## config.mk

```make
export PLATFORM = sky130hd
export DESIGN_NAME = f_next_pc_flat
export DESIGN_NICKNAME = d
export VERILOG_FILES = /design/src/rtl/bp_pkg.sv /design/src/rtl/f_next_pc_if.sv /design/src/rtl/btb_array.sv /design/src/rtl/f_next_pc.sv /design/src/flat_wrapper.sv
export SDC_FILE = /design/constraint.sdc
export NUM_CORES = 1
export LEC_CHECK = 0
export BUFFER_PORTS_ARGS = -buffer_cell sky130_fd_sc_hd__buf_2
export CAP_MARGIN = 15
export CORE_MARGIN = 3
export CORE_UTILIZATION = 50
export CTS_BUF_LIST = sky130_fd_sc_hd__clkbuf_4 sky130_fd_sc_hd__clkbuf_8
export CTS_CLUSTER_SIZE = 10
export DETAILED_ROUTE_END_ITERATION = 10
export PLACE_DENSITY = 0.65
export SYNTH_ARGS = -nofsm -noshare
export SYNTH_HDL_FRONTEND = slang
export SYNTH_SLANG_ARGS = --single-unit
```

## constraint.sdc

```tcl
create_clock -name clk -period 5.5 [get_ports clk]
set_input_delay 1.1 -clock clk [delete_from_list [all_inputs] [get_ports clk]]
set_output_delay 1.1 -clock clk [all_outputs]
set_load 0.01 [all_outputs]
```

## src/rtl/bp_pkg.sv

```systemverilog
// Branch-prediction package for the fetch-stage next-PC generator.
// Contents:
//   ctr_t      - 2-bit saturating counter encodings (SNT/WNT/WT/ST)
//   PC_STEP    - sequential fetch increment
//   sat_update - saturating counter step toward the resolved outcome
package bp_pkg;

  typedef enum logic [1:0] {
    SNT = 2'b00,
    WNT = 2'b01,
    WT  = 2'b10,
    ST  = 2'b11
  } ctr_t;

  localparam logic [31:0] PC_STEP = 32'd4;

  // Counter moves one step toward the outcome and sticks at either end.
  function automatic ctr_t sat_update(input ctr_t ctr, input logic taken);
    if (taken) return (ctr == ST)  ? ST  : ctr_t'(ctr + 2'd1);
    else       return (ctr == SNT) ? SNT : ctr_t'(ctr - 2'd1);
  endfunction

endpackage

```

## src/rtl/f_next_pc_if.sv

```systemverilog
// Fetch / EX-resolution bundle for f_next_pc.
//   slave  : the next-PC generator (consumes fetch + EX info, produces PC/prediction)
//   master : the surrounding pipeline (drives fetch + EX info, consumes PC/prediction)
// Signals:
//   stallF, pcF                          - fetch stage state
//   ex_valid/is_branch/is_jump/taken     - resolved control-flow info from EX
//   ex_pc, ex_target                     - resolved PC and actual target
//   ex_pred_taken, ex_pred_target        - prediction carried down the pipe
//   nxt_pc, predF, pred_targetF, flush_req - generator outputs
interface f_next_pc_if;
  logic        stallF;
  logic [31:0] pcF;
  logic        ex_valid;
  logic        ex_is_branch;
  logic        ex_is_jump;
  logic        ex_taken;
  logic [31:0] ex_pc;
  logic [31:0] ex_target;
  logic        ex_pred_taken;
  logic [31:0] ex_pred_target;
  logic [31:0] nxt_pc;
  logic        predF;
  logic [31:0] pred_targetF;
  logic        flush_req;

  modport slave (
    input  stallF, pcF, ex_valid, ex_is_branch, ex_is_jump, ex_taken,
           ex_pc, ex_target, ex_pred_taken, ex_pred_target,
    output nxt_pc, predF, pred_targetF, flush_req
  );

  modport master (
    output stallF, pcF, ex_valid, ex_is_branch, ex_is_jump, ex_taken,
           ex_pc, ex_target, ex_pred_taken, ex_pred_target,
    input  nxt_pc, predF, pred_targetF, flush_req
  );
endinterface

```

## src/rtl/btb_array.sv

```systemverilog
// Direct-mapped BTB storage: valid/tag/target/counter per entry.
// One asynchronous read port (fetch lookup) and one update port (EX
// resolution). The update port carries the resolved outcome and performs
// its own hit check, so the entry's read-modify-write stays local.
// valid and ctr reset asynchronously; tag and target are left unreset.
// Ports:
//   clk, rst                       - clock, async active-high reset
//   i_ridx -> o_rvalid/o_rtag/o_rtgt/o_rctr  - lookup read port
//   i_upd, i_uidx, i_utag, i_utgt, i_utaken, i_ujump - update port
module btb_array
  import bp_pkg::*;
#(
  parameter int ENTRIES = 16
) (
  input  logic                          clk,
  input  logic                          rst,
  input  logic [$clog2(ENTRIES)-1:0]    i_ridx,
  output logic                          o_rvalid,
  output logic [30-$clog2(ENTRIES)-1:0] o_rtag,
  output logic [31:0]                   o_rtgt,
  output ctr_t                          o_rctr,
  input  logic                          i_upd,
  input  logic [$clog2(ENTRIES)-1:0]    i_uidx,
  input  logic [30-$clog2(ENTRIES)-1:0] i_utag,
  input  logic [31:0]                   i_utgt,
  input  logic                          i_utaken,
  input  logic                          i_ujump
);
  localparam int IDXW = $clog2(ENTRIES);
  localparam int TAGW = 30 - IDXW;

  logic            r_valid [ENTRIES];
  ctr_t            r_ctr   [ENTRIES];
  logic [TAGW-1:0] r_tag   [ENTRIES];
  logic [31:0]     r_tgt   [ENTRIES];

  logic w_uhit;
  logic w_tgt_we;

  assign o_rvalid = r_valid[i_ridx];
  assign o_rtag   = r_tag[i_ridx];
  assign o_rtgt   = r_tgt[i_ridx];
  assign o_rctr   = r_ctr[i_ridx];

  assign w_uhit = r_valid[i_uidx] && (r_tag[i_uidx] == i_utag);

  // Target/tag are written on any taken resolution (hit refresh or
  // allocation) and on jump hits. Rewriting the tag on a hit is harmless.
  assign w_tgt_we = i_upd && (i_utaken || (w_uhit && i_ujump));

  always_ff @(posedge clk or posedge rst) begin
    if (rst) begin
      for (int i = 0; i < ENTRIES; i++) begin
        r_valid[i] <= 1'b0;
        r_ctr[i]   <= WNT;
      end
    end else if (i_upd) begin
      if (w_uhit) begin
        r_ctr[i_uidx] <= i_ujump ? ST : sat_update(r_ctr[i_uidx], i_utaken);
      end else if (i_utaken) begin
        r_valid[i_uidx] <= 1'b1;
        r_ctr[i_uidx]   <= i_ujump ? ST : WT;
      end
    end
  end

  always_ff @(posedge clk) begin
    if (w_tgt_we) begin
      r_tag[i_uidx] <= i_utag;
      r_tgt[i_uidx] <= i_utgt;
    end
  end

endmodule

```

## src/rtl/f_next_pc.sv

```systemverilog
// Fetch-stage next-PC generator with a direct-mapped BTB and 2-bit counters.
// Looks up the current pcF, redirects on EX mispredicts, and trains the BTB
// from every resolved branch/jump. All outputs are combinational.
// Optional feature macro: BTB_STATS_EN (adds stat_branches / stat_mispred).
// Ports:
//   clk, rst       - clock, asynchronous active-high reset
//   bus (slave)    - fetch inputs, EX resolution, nxt_pc/predF/pred_targetF/flush_req
//   stat_branches  - (BTB_STATS_EN) count of resolved branch/jump cycles
//   stat_mispred   - (BTB_STATS_EN) count of mispredicts
module f_next_pc
  import bp_pkg::*;
#(
  parameter int ENTRIES = 16
) (
  input  logic        clk,
  input  logic        rst,
  f_next_pc_if.slave  bus
`ifdef BTB_STATS_EN
  ,
  output logic [31:0] stat_branches,
  output logic [31:0] stat_mispred
`endif
);
  localparam int IDXW = $clog2(ENTRIES);
  localparam int TAGW = 30 - IDXW;

  logic [IDXW-1:0] w_idx;
  logic [TAGW-1:0] w_tag;
  logic [IDXW-1:0] w_uidx;
  logic [TAGW-1:0] w_utag;
  logic            w_rvalid;
  logic [TAGW-1:0] w_rtag;
  logic [31:0]     w_rtgt;
  ctr_t            w_rctr;
  logic            w_hit;
  logic            w_upd;
  logic            w_mis;
  logic [31:0]     w_pc_seq;
  logic [31:0]     w_ex_seq;

  assign w_idx  = bus.pcF[IDXW+1:2];
  assign w_tag  = bus.pcF[31:IDXW+2];
  assign w_uidx = bus.ex_pc[IDXW+1:2];
  assign w_utag = bus.ex_pc[31:IDXW+2];

  btb_array #(.ENTRIES(ENTRIES)) u_btb (
    .clk      (clk),
    .rst      (rst),
    .i_ridx   (w_idx),
    .o_rvalid (w_rvalid),
    .o_rtag   (w_rtag),
    .o_rtgt   (w_rtgt),
    .o_rctr   (w_rctr),
    .i_upd    (w_upd),
    .i_uidx   (w_uidx),
    .i_utag   (w_utag),
    .i_utgt   (bus.ex_target),
    .i_utaken (bus.ex_taken),
    .i_ujump  (bus.ex_is_jump)
  );

  // 32-bit adds wrap naturally at the top of the address space.
  assign w_pc_seq = bus.pcF + PC_STEP;
  assign w_ex_seq = bus.ex_pc + PC_STEP;

  // Lookup reads the pre-update entry; no write-to-read bypass.
  assign w_hit            = w_rvalid && (w_rtag == w_tag);
  assign bus.predF        = w_hit && ((w_rctr == WT) || (w_rctr == ST));
  assign bus.pred_targetF = w_hit ? w_rtgt : w_pc_seq;

  assign w_upd = bus.ex_valid && (bus.ex_is_branch || bus.ex_is_jump);
  assign w_mis = w_upd && ((bus.ex_taken != bus.ex_pred_taken) ||
                           (bus.ex_taken && (bus.ex_target != bus.ex_pred_target)));
  assign bus.flush_req = w_mis;

  // Redirect beats a fetch stall so the wrong path is never held.
  always_comb begin
    bus.nxt_pc = w_pc_seq;
    if (w_mis)           bus.nxt_pc = bus.ex_taken ? bus.ex_target : w_ex_seq;
    else if (bus.stallF) bus.nxt_pc = bus.pcF;
    else if (bus.predF)  bus.nxt_pc = bus.pred_targetF;
  end

`ifdef BTB_STATS_EN
  logic [31:0] r_stat_br;
  logic [31:0] r_stat_mis;

  always_ff @(posedge clk or posedge rst) begin
    if (rst) begin
      r_stat_br  <= 32'd0;
      r_stat_mis <= 32'd0;
    end else begin
      if (w_upd) r_stat_br  <= r_stat_br + 32'd1;
      if (w_mis) r_stat_mis <= r_stat_mis + 32'd1;
    end
  end

  assign stat_branches = r_stat_br;
  assign stat_mispred  = r_stat_mis;
`endif

endmodule
```

## src/flat_wrapper.sv

```systemverilog
// flat-port wrapper written by rule: the top's interface ports become plain ports
module f_next_pc_flat import bp_pkg::*;
#(
  parameter int ENTRIES = 16
)
  (clk, rst, bus_stallF, bus_pcF, bus_ex_valid, bus_ex_is_branch, bus_ex_is_jump, bus_ex_taken, bus_ex_pc, bus_ex_target, bus_ex_pred_taken, bus_ex_pred_target, bus_nxt_pc, bus_predF, bus_pred_targetF, bus_flush_req);
  f_next_pc_if bus_i ();
  input  logic clk;
  input  logic rst;
  input wire logic [$bits(bus_i.stallF)-1:0] bus_stallF;
  input wire logic [$bits(bus_i.pcF)-1:0] bus_pcF;
  input wire logic [$bits(bus_i.ex_valid)-1:0] bus_ex_valid;
  input wire logic [$bits(bus_i.ex_is_branch)-1:0] bus_ex_is_branch;
  input wire logic [$bits(bus_i.ex_is_jump)-1:0] bus_ex_is_jump;
  input wire logic [$bits(bus_i.ex_taken)-1:0] bus_ex_taken;
  input wire logic [$bits(bus_i.ex_pc)-1:0] bus_ex_pc;
  input wire logic [$bits(bus_i.ex_target)-1:0] bus_ex_target;
  input wire logic [$bits(bus_i.ex_pred_taken)-1:0] bus_ex_pred_taken;
  input wire logic [$bits(bus_i.ex_pred_target)-1:0] bus_ex_pred_target;
  output wire logic [$bits(bus_i.nxt_pc)-1:0] bus_nxt_pc;
  output wire logic [$bits(bus_i.predF)-1:0] bus_predF;
  output wire logic [$bits(bus_i.pred_targetF)-1:0] bus_pred_targetF;
  output wire logic [$bits(bus_i.flush_req)-1:0] bus_flush_req;
  assign bus_i.stallF = bus_stallF;
  assign bus_i.pcF = bus_pcF;
  assign bus_i.ex_valid = bus_ex_valid;
  assign bus_i.ex_is_branch = bus_ex_is_branch;
  assign bus_i.ex_is_jump = bus_ex_is_jump;
  assign bus_i.ex_taken = bus_ex_taken;
  assign bus_i.ex_pc = bus_ex_pc;
  assign bus_i.ex_target = bus_ex_target;
  assign bus_i.ex_pred_taken = bus_ex_pred_taken;
  assign bus_i.ex_pred_target = bus_ex_pred_target;
  assign bus_nxt_pc = bus_i.nxt_pc;
  assign bus_predF = bus_i.predF;
  assign bus_pred_targetF = bus_i.pred_targetF;
  assign bus_flush_req = bus_i.flush_req;
  f_next_pc #(.ENTRIES(ENTRIES)) u_core (.clk(clk), .rst(rst), .bus(bus_i));
endmodule
```

# Word-level counts from Yosys, hierarchy flattened
# Memory sizes are Yosys's and may differ from the RTL's.
# Index checks and enable logic that the tools add are counted.
dict set report word_totals {
  ff_bits 48
  ramBits 928
  in_bits 136
  out_inout_bits 66
  word_cells 103
  n_memories 2
}
dict set report classes {
  addsub 4
  order_cmp 3
  eq_ne 7
  n_mux 34
  bitwise 4
  reduce_logical 17
}
# memory words width rd rd_ports_with_merged_regs wr line_no
set memory_table {}
lappend memory_table {u_core.u_btb.r_tgt 16 32 1 0 1 btb_array.sv:35} ;# logic [31:0] r_tgt [ENTRIES];
lappend memory_table {u_core.u_btb.r_tag 16 26 2 0 1 btb_array.sv:34} ;# logic [TAGW-1:0] r_tag [ENTRIES];
# operator n
set op_table {}
lappend op_table {{32-bit two-way mux} 7}
lappend op_table {{32-bit by 3-bit adder with 32-bit output (second input constant)} 2}
lappend op_table {{32-bit bitwise mux} 2}
lappend op_table {{26-bit equality test} 2}
lappend op_table {{32-bit inequality test} 1}
lappend op_table {{2-bit two-way mux} 11}
lappend op_table {{2-bit binary-select mux with 4-bit select} 2}
lappend op_table {{16-bit bitwise OR} 1}
lappend op_table {{5-bit greater-or-equal comparator (second input constant)} 2}
lappend op_table {{4-bit NOT with 5-bit output} 2}
lappend op_table {{1-bit logical AND} 9}
lappend op_table {{1-bit binary-select mux with 4-bit select} 2}
lappend op_table {{2-bit demux with 4-bit select} 1}
lappend op_table {{1-bit two-way mux} 8}
lappend op_table {{2-bit equality test (second input constant)} 3}
lappend op_table {{5-bit by 1-bit less-than comparator with 1-bit output (second input constant)} 1}
lappend op_table {{1-bit demux with 4-bit select} 1}
lappend op_table {{1-bit logical OR} 4}
lappend op_table {{3-bit AND reduction} 1}
lappend op_table {{2-bit by 1-bit adder with 2-bit output (second input constant)} 1}
lappend op_table {{2-bit zero test} 1}
lappend op_table {{2-bit AND reduction} 1}
lappend op_table {{2-bit nonzero test} 1}
lappend op_table {{2-bit by 1-bit subtractor with 2-bit output (second input constant)} 1}
lappend op_table {{other kinds (2)} 2}

# Depth between registers and ports, before layout
# Gate-level depths: netlist of the first run.
dict set report depth {
  depth_word 12
  ltp_mapped 16
  ltp_nobuf 10
}

# Cells and area by module
# From an unflattened synthesis of the first run, not the netlist that was laid out.
dict set report unflattened {
  hier_cells 2478
  area_unflattened_um2 45409.8
}
# mod n_inst cells_per_inst area_each_um2 seq_area_each_um2
set modules_own_cells {}
lappend modules_own_cells {btb_array 1 1888 41616.2 29087.9}
lappend modules_own_cells {f_next_pc 1 590 3793.6 0.0}

# Least setup slack after synthesis of the first run
# No wires, ideal clock.
dict set report synth_path {
  kind {in2reg}
  start {input port bus_ex_pc[3]}
  end {memory u_core.u_btb.r_tag[10][0] in the netlist's numbering (enable)}
  setup_time_ns 0.474
  arrival_ns 6.014
  required_time_ns 5.026
  path_slack_ns -0.988
  cell_stages 12
  n_path_buf 3
  path_cell_list {buf_2 -> buf_2 -> mux4_2 -> nor2b_1 -> a2111oi_0 -> o2bb2ai_1 -> a21oi_1 -> nor4_2 -> and4_1 -> a21oi_1 -> clkbuf_1 -> nor2_1}
}
dict set report synth_between {
  elab_chain_cells 10
  elab_cells_between_ends 12
  cone_classes {1 x eq/ne; 5 x mux; 1 x bitwise; 4 x reduce/logical; 1 x memory}
}
# element line_no
set synth_lines {}
lappend synth_lines {{from (decl)} flat_wrapper.sv:16} ;# input wire logic [$bits(bus_i.ex_pc)-1:0] bus_ex_pc;
lappend synth_lines {{parallel branches: the longest is 10 deep, another holds memory read 16 x 26 bit} n/a}
lappend synth_lines {{to (decl)} btb_array.sv:34}
# Parallel ways; which one is timed is not known. The select of a mux whose other input is x is not followed.

# Worst setup path after layout of the first run
dict set report layout_path {
  start {input port bus_pcF[2]}
  end {output port bus_nxt_pc[2]}
}
dict set report layout_between {
  elab_chain_cells 10
  elab_cells_between_ends 20
  cone_classes {1 x add/sub; 3 x eq/ne; 10 x mux; 1 x bitwise; 3 x reduce/logical; 2 x memory}
}
# element line_no
set layout_lines {}
lappend layout_lines {{from (decl)} flat_wrapper.sv:11} ;# input wire logic [$bits(bus_i.pcF)-1:0] bus_pcF;
lappend layout_lines {{parallel branches: the longest is 8 deep, another holds 32-bit by 3-bit adder with 32-bit output} n/a}
lappend layout_lines {{32-bit two-way mux (*)} f_next_pc.sv:80} ;# else if (bus.stallF) bus.nxt_pc = bus.pcF;
lappend layout_lines {{32-bit two-way mux (*)} f_next_pc.sv:79} ;# if (w_mis) bus.nxt_pc = bus.ex_taken ? bus.ex_target : w_ex_seq;
lappend layout_lines {{to (decl)} flat_wrapper.sv:20} ;# output wire logic [$bits(bus_i.nxt_pc)-1:0] bus_nxt_pc;
# Mark *: on every way between the ends. The select of a mux whose other input is x is not followed.

==> flow_summary.yaml, run 1 <==
synthesis:
  synth.distinct_cells: 80
  ys.flop_type: "edfxtp_1"
  synth_nets: 2752
  synth_seq_cells: 976
  seq_area_frac_synth: 0.633
  synth_edf_count: 928
  yosysWarnings: 0
  synth_area_um2: 46000
  synthCells: 2611
  syn_area_per_cell_um2: 17.6
  async_flop_share: 0.0492
worst_setup_path:
  start_kind: "primary input"
  cp.arrival_ns: 4.48
  critical_path_class: "primary input to primary output"
  r2r_cells: 12
  cp_max_fo: 8
  path_common_cell: "buf_6"
  crit_cells: 15
  worst_setup_path_end_kind: "primary output"
  cp_top_family: "buffers and inverters"
  crit_buf_inv: 7
  rr_startpoint: "u_core.u_btb.r_tag[9][8]$_DFFE_PP_"
  path_cells: "buf_16 > buf_12 > buf_6 > mux4_2 > mux4_2 > xnor2_4 > nand3_4 > buf_6 > nor4_4 > buf_4 > and4_4 > buf_6 > a211oi_4 > o21a_1 > buf_2"
  timing.rr.end: "u_core.u_btb.r_tag[9][16]$_DFFE_PP_"
  crit_start: "bus_pcF[2]"
  critPathCapture: "bus_nxt_pc[2]"
  slowest_stage: "mux4_2"
  r2r_setup_slack_ns: 1.64
  worstPathRequired_ns: 4.40
  slowest_delay_ns: 0.53
place:
  gp_congestion: 1.02
  dp_hpwl_um: 116000
  dp.cells: 4198
  port_buffers: 201
  place_area_um2: 51800
clock_network:
  cts_buffers: 159
  clk_latency_ns: 0.85
  clockBufferDepth: 3
  clock_sinks: 976
  clk_pin_slew_ns: 0.05
  cts_max_level: 4
  cts_tree: "built"
  clock-root-buffer: "clkbuf_8"
routing:
  drt_iter0_drc: 4276
  post-route-drc-count: 0
  via_count: 30500
  wirelength_um: 164000
  ant_nets: 0
  via_per_inst: 6.76
  routedWlPerCell_um: 36.4
  firstDrtPassIters: 6
global_routing:
  grt_pass1_vias: 31000
  grt-ovfl-total: 0
  gr-usage-all-layers: 0.348
  antenna_found_initial: 11
  grt_pass1_wl_um: 232000
  grt_max_degree: 98
die:
  die_w_um: 309
  core_region_area_um2: 90600
  rows: 110
  die_h_um: 309
  initial_core_util: 0.507
  die_area_um2: 95600
  io_pins: 202
cells_and_area:
  drive_gt1_frac: 0.424
  area_growth_pct: 21.7
  nets: 3340
  layoutNonFillerInstCount: 4508
  stdcell_area_um2: 55900
timing:
  hold_viol_final: 0
  max_freq_ghz: 0.179
  worstMarginPinSlew_ns: 1.04
  finalSetupViolCount: 37
  rsz0062_at_grt: "true"
  slew_headroom: 0.305
  layout_setup_ws_ns: -0.0810
  drv_slew: 0
  fin_skew_ns: 0.0427
  setup_tns_ns: -1.63
  finalCritPeriodShare: 1.01
  period_needed_ns: 5.58
min_path:
  hold_path.class: "flop to flop"
power:
  ir_worst_vdd_mv: 0.288
  leakagePower_nw: 19.3
  p_per_area_nw_per_um2: 299
  power.total_mw: 16.7
outcome:
  status: "finished with violations"
  violations: "negative setup slack"
flow_run:
  drv_cap: 0
metal layers:
layer | global-route usage | part of all wire | vias up | wire length [um]
met2 | 0.525 | 0.46 | 2057 | 75000
met1 | 0.474 | 0.38 | 16000 | 62900
li1 | - | - | 12000 | -
met5 | 0 | 0.00057 | - | 93
met4 | 0.154 | 0.047 | 14 | 7700
met3 | 0.104 | 0.11 | 410 | 18500
kinds of logic (layout without fill, tap and decap cells):
group | after synthesis | after routing | share of synthesized area
simple gates | 401 | 401 | 0.0430
compound gates | 295 | 295 | 0.0491
other cells | 0 | 5 | 0
buf+inv | 230 | 946 | 0.0248
fa+ha+maj | 5 | 5 | 0.00136
xor+xnor | 131 | 131 | 0.0250
flops | 976 | 976 | 0.633
mux | 573 | 573 | 0.224
through the flow:
step	util	setup slack (ns)	hold slack, ns
CTS	0.613	-0.0829	0.466
finish	0.617	-0.0810	0.497
detailed placement	0.572	-0.609	0.477
floorplan	-	-0.779	0.439
global route	0.617	-0.126	0.513
global placement	0.572	-0.575	0.459
worst min path at each step:
stage                                           end  slack [ns]                            startpoint  depth (start not counted)
2_1_floorplan   u_core.u_btb.r_valid[0]$_DFFE_PP0P_        0.44   u_core.u_btb.r_valid[0]$_DFFE_PP0P_                          1
3_3_place_gp    u_core.u_btb.r_valid[0]$_DFFE_PP0P_        0.46   u_core.u_btb.r_valid[0]$_DFFE_PP0P_                          1
3_5_place_dp   u_core.u_btb.r_valid[12]$_DFFE_PP0P_        0.48  u_core.u_btb.r_valid[12]$_DFFE_PP0P_                          1
4_1_cts         u_core.u_btb.r_valid[0]$_DFFE_PP0P_        0.47                                   rst                          2
5_1_grt        u_core.u_btb.r_valid[12]$_DFFE_PP0P_        0.51  u_core.u_btb.r_valid[12]$_DFFE_PP0P_                          1
6_report        u_core.u_btb.r_valid[6]$_DFFE_PP0P_        0.50   u_core.u_btb.r_valid[6]$_DFFE_PP0P_                          1
sequential cells by signal, indices dropped and copies added (netlist names):
name                  flops
u_core.u_btb.r_tgt      512
u_core.u_btb.r_tag      416
u_core.u_btb.r_valid     16
u_core.u_btb.r_ctr       32
area by class of cell:
cell class | count | area [um^2]
fillers | 6609 | 34600
flip-flops and latches | 976 | 29100
multi-input cells | 1405 | 16300
repair buffers | 618 | 5690
clock buffers | 224 | 2700
well taps | 1176 | 1470
clock inverters | 65 | 467
inverters | 39 | 151
diodes | 5 | 12.5
repair_timing:
action                     in CTS  in global routing
gates resized for setup        77                 55
buffers inserted                7                  4
pin swaps                      13                 22
setup endpoints to repair      65                 64
cloned                          4                  1
hold buffers                    0                  0
cell usage after synthesis (all sizes together) (39+ instances only):
cell type    n  share of area
buf        116          0.016
edfxtp     928           0.61
mux4       356           0.17
mux2i      147          0.032
xnor2       80          0.015
a21oi       40         0.0044
mux2        70          0.017
clkbuf      75         0.0061
nor2        71         0.0059
xor2        51         0.0097
nand2      142          0.012
inv         39         0.0032
layout by cell type, fill, tap and decap left out, types with 49 or more instances in the layout:
master      n
buf_2     192
mux4_2    356
mux2_2     49
mux2i_1   139
nor2_1     54
buf_12     98
clkbuf_8  164
nand2_1   139
xnor2_1    78
buf_4     290
edfxtp_1  928
xor2_1     50
clkbuf_4   61
worst reg2reg max path, stage by stage (launching register included):
cell	delay (ns)
edfxtp_1	0.39
mux4_2	0.48
mux2_2	0.30
a221o_1	0.35
nor3_1	0.20
a21oi_1	0.08
nor4_2	0.41
and4_1	0.42
a21oi_4	0.12
buf_12	0.21
nor2_4	0.11
buf_12	0.21
buf_12	0.24
where the power goes:
part	leakage [nW]	internal, mW	switching (mW)
sequential	8.90	8.30	0.0803
combinational	8.69	0.860	1.19
clock	1.67	3.38	2.93
(Power assumes the default switching activity.)
==> run 2: changes to the inputs <==
--- a/config.mk
+++ b/config.mk
@@ -7,12 +7,14 @@
 export LEC_CHECK = 0
 export BUFFER_PORTS_ARGS = -buffer_cell sky130_fd_sc_hd__buf_2
 export CAP_MARGIN = 15
+export CELL_PAD_IN_SITES_DETAIL_PLACEMENT = 0
+export CELL_PAD_IN_SITES_GLOBAL_PLACEMENT = 2
 export CORE_MARGIN = 3
-export CORE_UTILIZATION = 50
+export CORE_UTILIZATION = 44
 export CTS_BUF_LIST = sky130_fd_sc_hd__clkbuf_4 sky130_fd_sc_hd__clkbuf_8
 export CTS_CLUSTER_SIZE = 10
 export DETAILED_ROUTE_END_ITERATION = 10
-export PLACE_DENSITY = 0.65
+export PLACE_DENSITY = 0.74
 export SYNTH_ARGS = -nofsm -noshare
 export SYNTH_HDL_FRONTEND = slang
 export SYNTH_SLANG_ARGS = --single-unit
==> flow_summary.yaml, run 2 (synthesis gave the netlist of run 1 again) <==
global_routing:
  antenna_found_initial: 12
  grt-ovfl-total: 0
  grt_pass1_vias: 30500
  gr-usage-all-layers: 0.310
  grt_max_degree: 61
  grt_pass1_wl_um: 234000
worst_setup_path:
  r2r_setup_slack_ns: 1.43
  rr_startpoint: "u_core.u_btb.r_tag[7][12]$_DFFE_PP_"
  cp_max_fo: 8
  worstPathRequired_ns: 4.40
  worst_setup_path_end_kind: "primary output"
  r2r_cells: 14
  cp.arrival_ns: 4.57
  start_kind: "primary input"
  timing.rr.end: "u_core.u_btb.r_tag[8][24]$_DFFE_PP_"
  critical_path_class: "primary input to primary output"
power:
  ir_worst_vdd_mv: 0.198
  seq_power_share: 0.501
  swShare: 0.254
  p_per_area_nw_per_um2: 294
  switching_power_mw: 4.25
  internal_power_mw: 12.5
  clock_power_share: 0.372
  leakagePower_nw: 19.5
  power.share.combinational: 0.126
cells_and_area:
  mostFrequentLayoutCells: "edfxtp_1 (928), mux4_2 (356), buf_4 (306)"
  top_register: "u_core.u_btb.r_tgt"
  area_growth_pct: 23.6
  largest_reg_flops: 512
  stdcell_area_um2: 56800
  reg_top3: "u_core.u_btb.r_tgt: 512 flops, u_core.u_btb.r_tag: 416 flops, u_core.u_btb.r_ctr: 32 flops"
  fill_cells: 8212
  drive_gt1_frac: 0.438
  nets: 3369
  final_common_cell: "edfxtp_1"
  final_core_util: 0.553
timing:
  finalCritPeriodShare: 1.03
  fin_skew_ns: 0.0641
  setup_tns_ns: -2.78
  hold_viol_final: 0
  worstMarginPinSlew_ns: 1.01
  finalSetupViolCount: 46
  drv_slew: 0
  rsz0062_at_grt: "true"
  max_freq_ghz: 0.176
  whs_ns: 0.485
  period_needed_ns: 5.67
  layout_setup_ws_ns: -0.171
  slew_headroom: 0.326
routing:
  post-route-drc-count: 0
  ant_nets: 0
  routedWlPerCell_um: 35.6
  wirelength_um: 168000
  firstDrtPassIters: 6
  via_count: 30100
  via_per_inst: 6.37
  drt_iter0_drc: 3945
place:
  dp_hpwl_um: 118000
  gp_congestion: 0.965
  port_buffers: 201
  place_area_um2: 52000
  post-place-ws_ns: -0.849
die:
  initial_core_util: 0.447
  core_region_area_um2: 103000
  rows: 117
  die_h_um: 329
  die_w_um: 329
  die_area_um2: 108000
  io_pins: 202
clock_network:
  clk_pin_slew_ns: 0.06
  clock-root-buffer: "clkbuf_8"
  clock_sinks: 976
  cts_max_level: 4
  cts_buffers: 163
  clockBufferDepth: 3
  cts_tree: "built"
  clk_latency_ns: 0.88
  postCtsHoldBufs: 0
outcome:
  violations: "negative setup slack"
  status: "finished with violations"
flow_run:
  drv_cap: 0
min_path:
  hold_path.class: "primary input to async pin"
run 2: cell count changes in the layout (fill, tap and decap cells not counted), moves of 5 or more:
| cell | before | now |
|---|---|---|
| mux2_4 | 0 | 18 |
| mux2_1 | 21 | 8 |
| o22ai_2 | 8 | 3 |
| buf_12 | 98 | 106 |
| mux2_2 | 49 | 44 |
| buf_6 | 24 | 41 |
| buf_2 | 192 | 172 |
| clkbuf_4 | 61 | 56 |
| nor2_1 | 54 | 48 |
| buf_4 | 290 | 306 |
run 2: routing by layer:
| metal | GRT usage | share of wire | vias up | wire, um |
|---|---|---|---|---|
| met5 | 0 | 0.00026 | - | 43 |
| li1 | - | - | 12100 | - |
| met4 | 0.106 | 0.032 | 8 | 5340 |
| met2 | 0.477 | 0.47 | 1746 | 78300 |
| met3 | 0.0616 | 0.095 | 284 | 16000 |
| met1 | 0.445 | 0.41 | 16000 | 68600 |
run 2: final cells by class:
class	instances	area [um^2]	share of cell area
inverter	39	148	0.00260
clock buffer	220	2680	0.0471
sequential	976	29100	0.512
antenna	7	17.5	0.000308
multi-input combinational	1405	16600	0.292
timing repair buffer	643	6160	0.108
tap	1368	1710	0.0301
clock inverter	65	404	0.00712
run 2: power by group through the flow:
stage          clock network (mW)  registers [mW]  logic (mW)
2_1_floorplan                   0            8.50        1.03
3_3_place_gp                    0            8.51        1.92
3_5_place_dp                    0            8.52        1.94
4_1_cts                      6.33            8.37        2.02
5_1_grt                      6.66            8.38        2.20
6_report                     6.22            8.38        2.11
run 2: critical path: stages:
cell,delay [ns]
buf_12,0.13
buf_16,0.19
buf_12,0.13
mux4_2,0.52
mux2i_2,0.21
buf_4,0.16
xnor2_2,0.07
a211oi_2,0.25
a31oi_4,0.16
nor4_4,0.31
buf_4,0.17
nand4_4,0.15
buf_12,0.21
buf_12,0.14
mux2i_2,0.15
a221oi_2,0.29
buf_2,0.18
run 2: per-stage QoR:
| stage | power, mW | std cells |
|---|---|---|
| floorplan | 9.53 | 2611 |
| finish | 16.7 | 4723 |
| CTS | 16.7 | 4697 |
| global placement | 10.4 | 4379 |
| global route | 17.2 | 4719 |
| detailed placement | 10.5 | 4379 |
run 2: repair_timing:
action,in CTS,in global routing
gates cloned,8,2
endpoints found under the setup margin,65,64
gates resized for setup,98,109
hold endpoints to repair,0,0
buffers inserted,27,22
pin swaps,18,43
run 2: worst max path at each step:
stage | from | to | slack [ns] | cells after the start
3_3_place_gp | bus_pcF[3] | bus_nxt_pc[22] | -0.86 | 17
5_1_grt | bus_pcF[3] | bus_nxt_pc[24] | -0.21 | 17
4_1_cts | bus_pcF[3] | bus_pred_targetF[5] | -0.07 | 16
6_report | bus_pcF[3] | bus_nxt_pc[31] | -0.17 | 17
3_5_place_dp | bus_pcF[3] | bus_nxt_pc[22] | -0.85 | 17
2_1_floorplan | bus_ex_pc[3] | u_core.u_btb.r_tag[0][0]$_DFFE_PP_ | -0.78 | 11
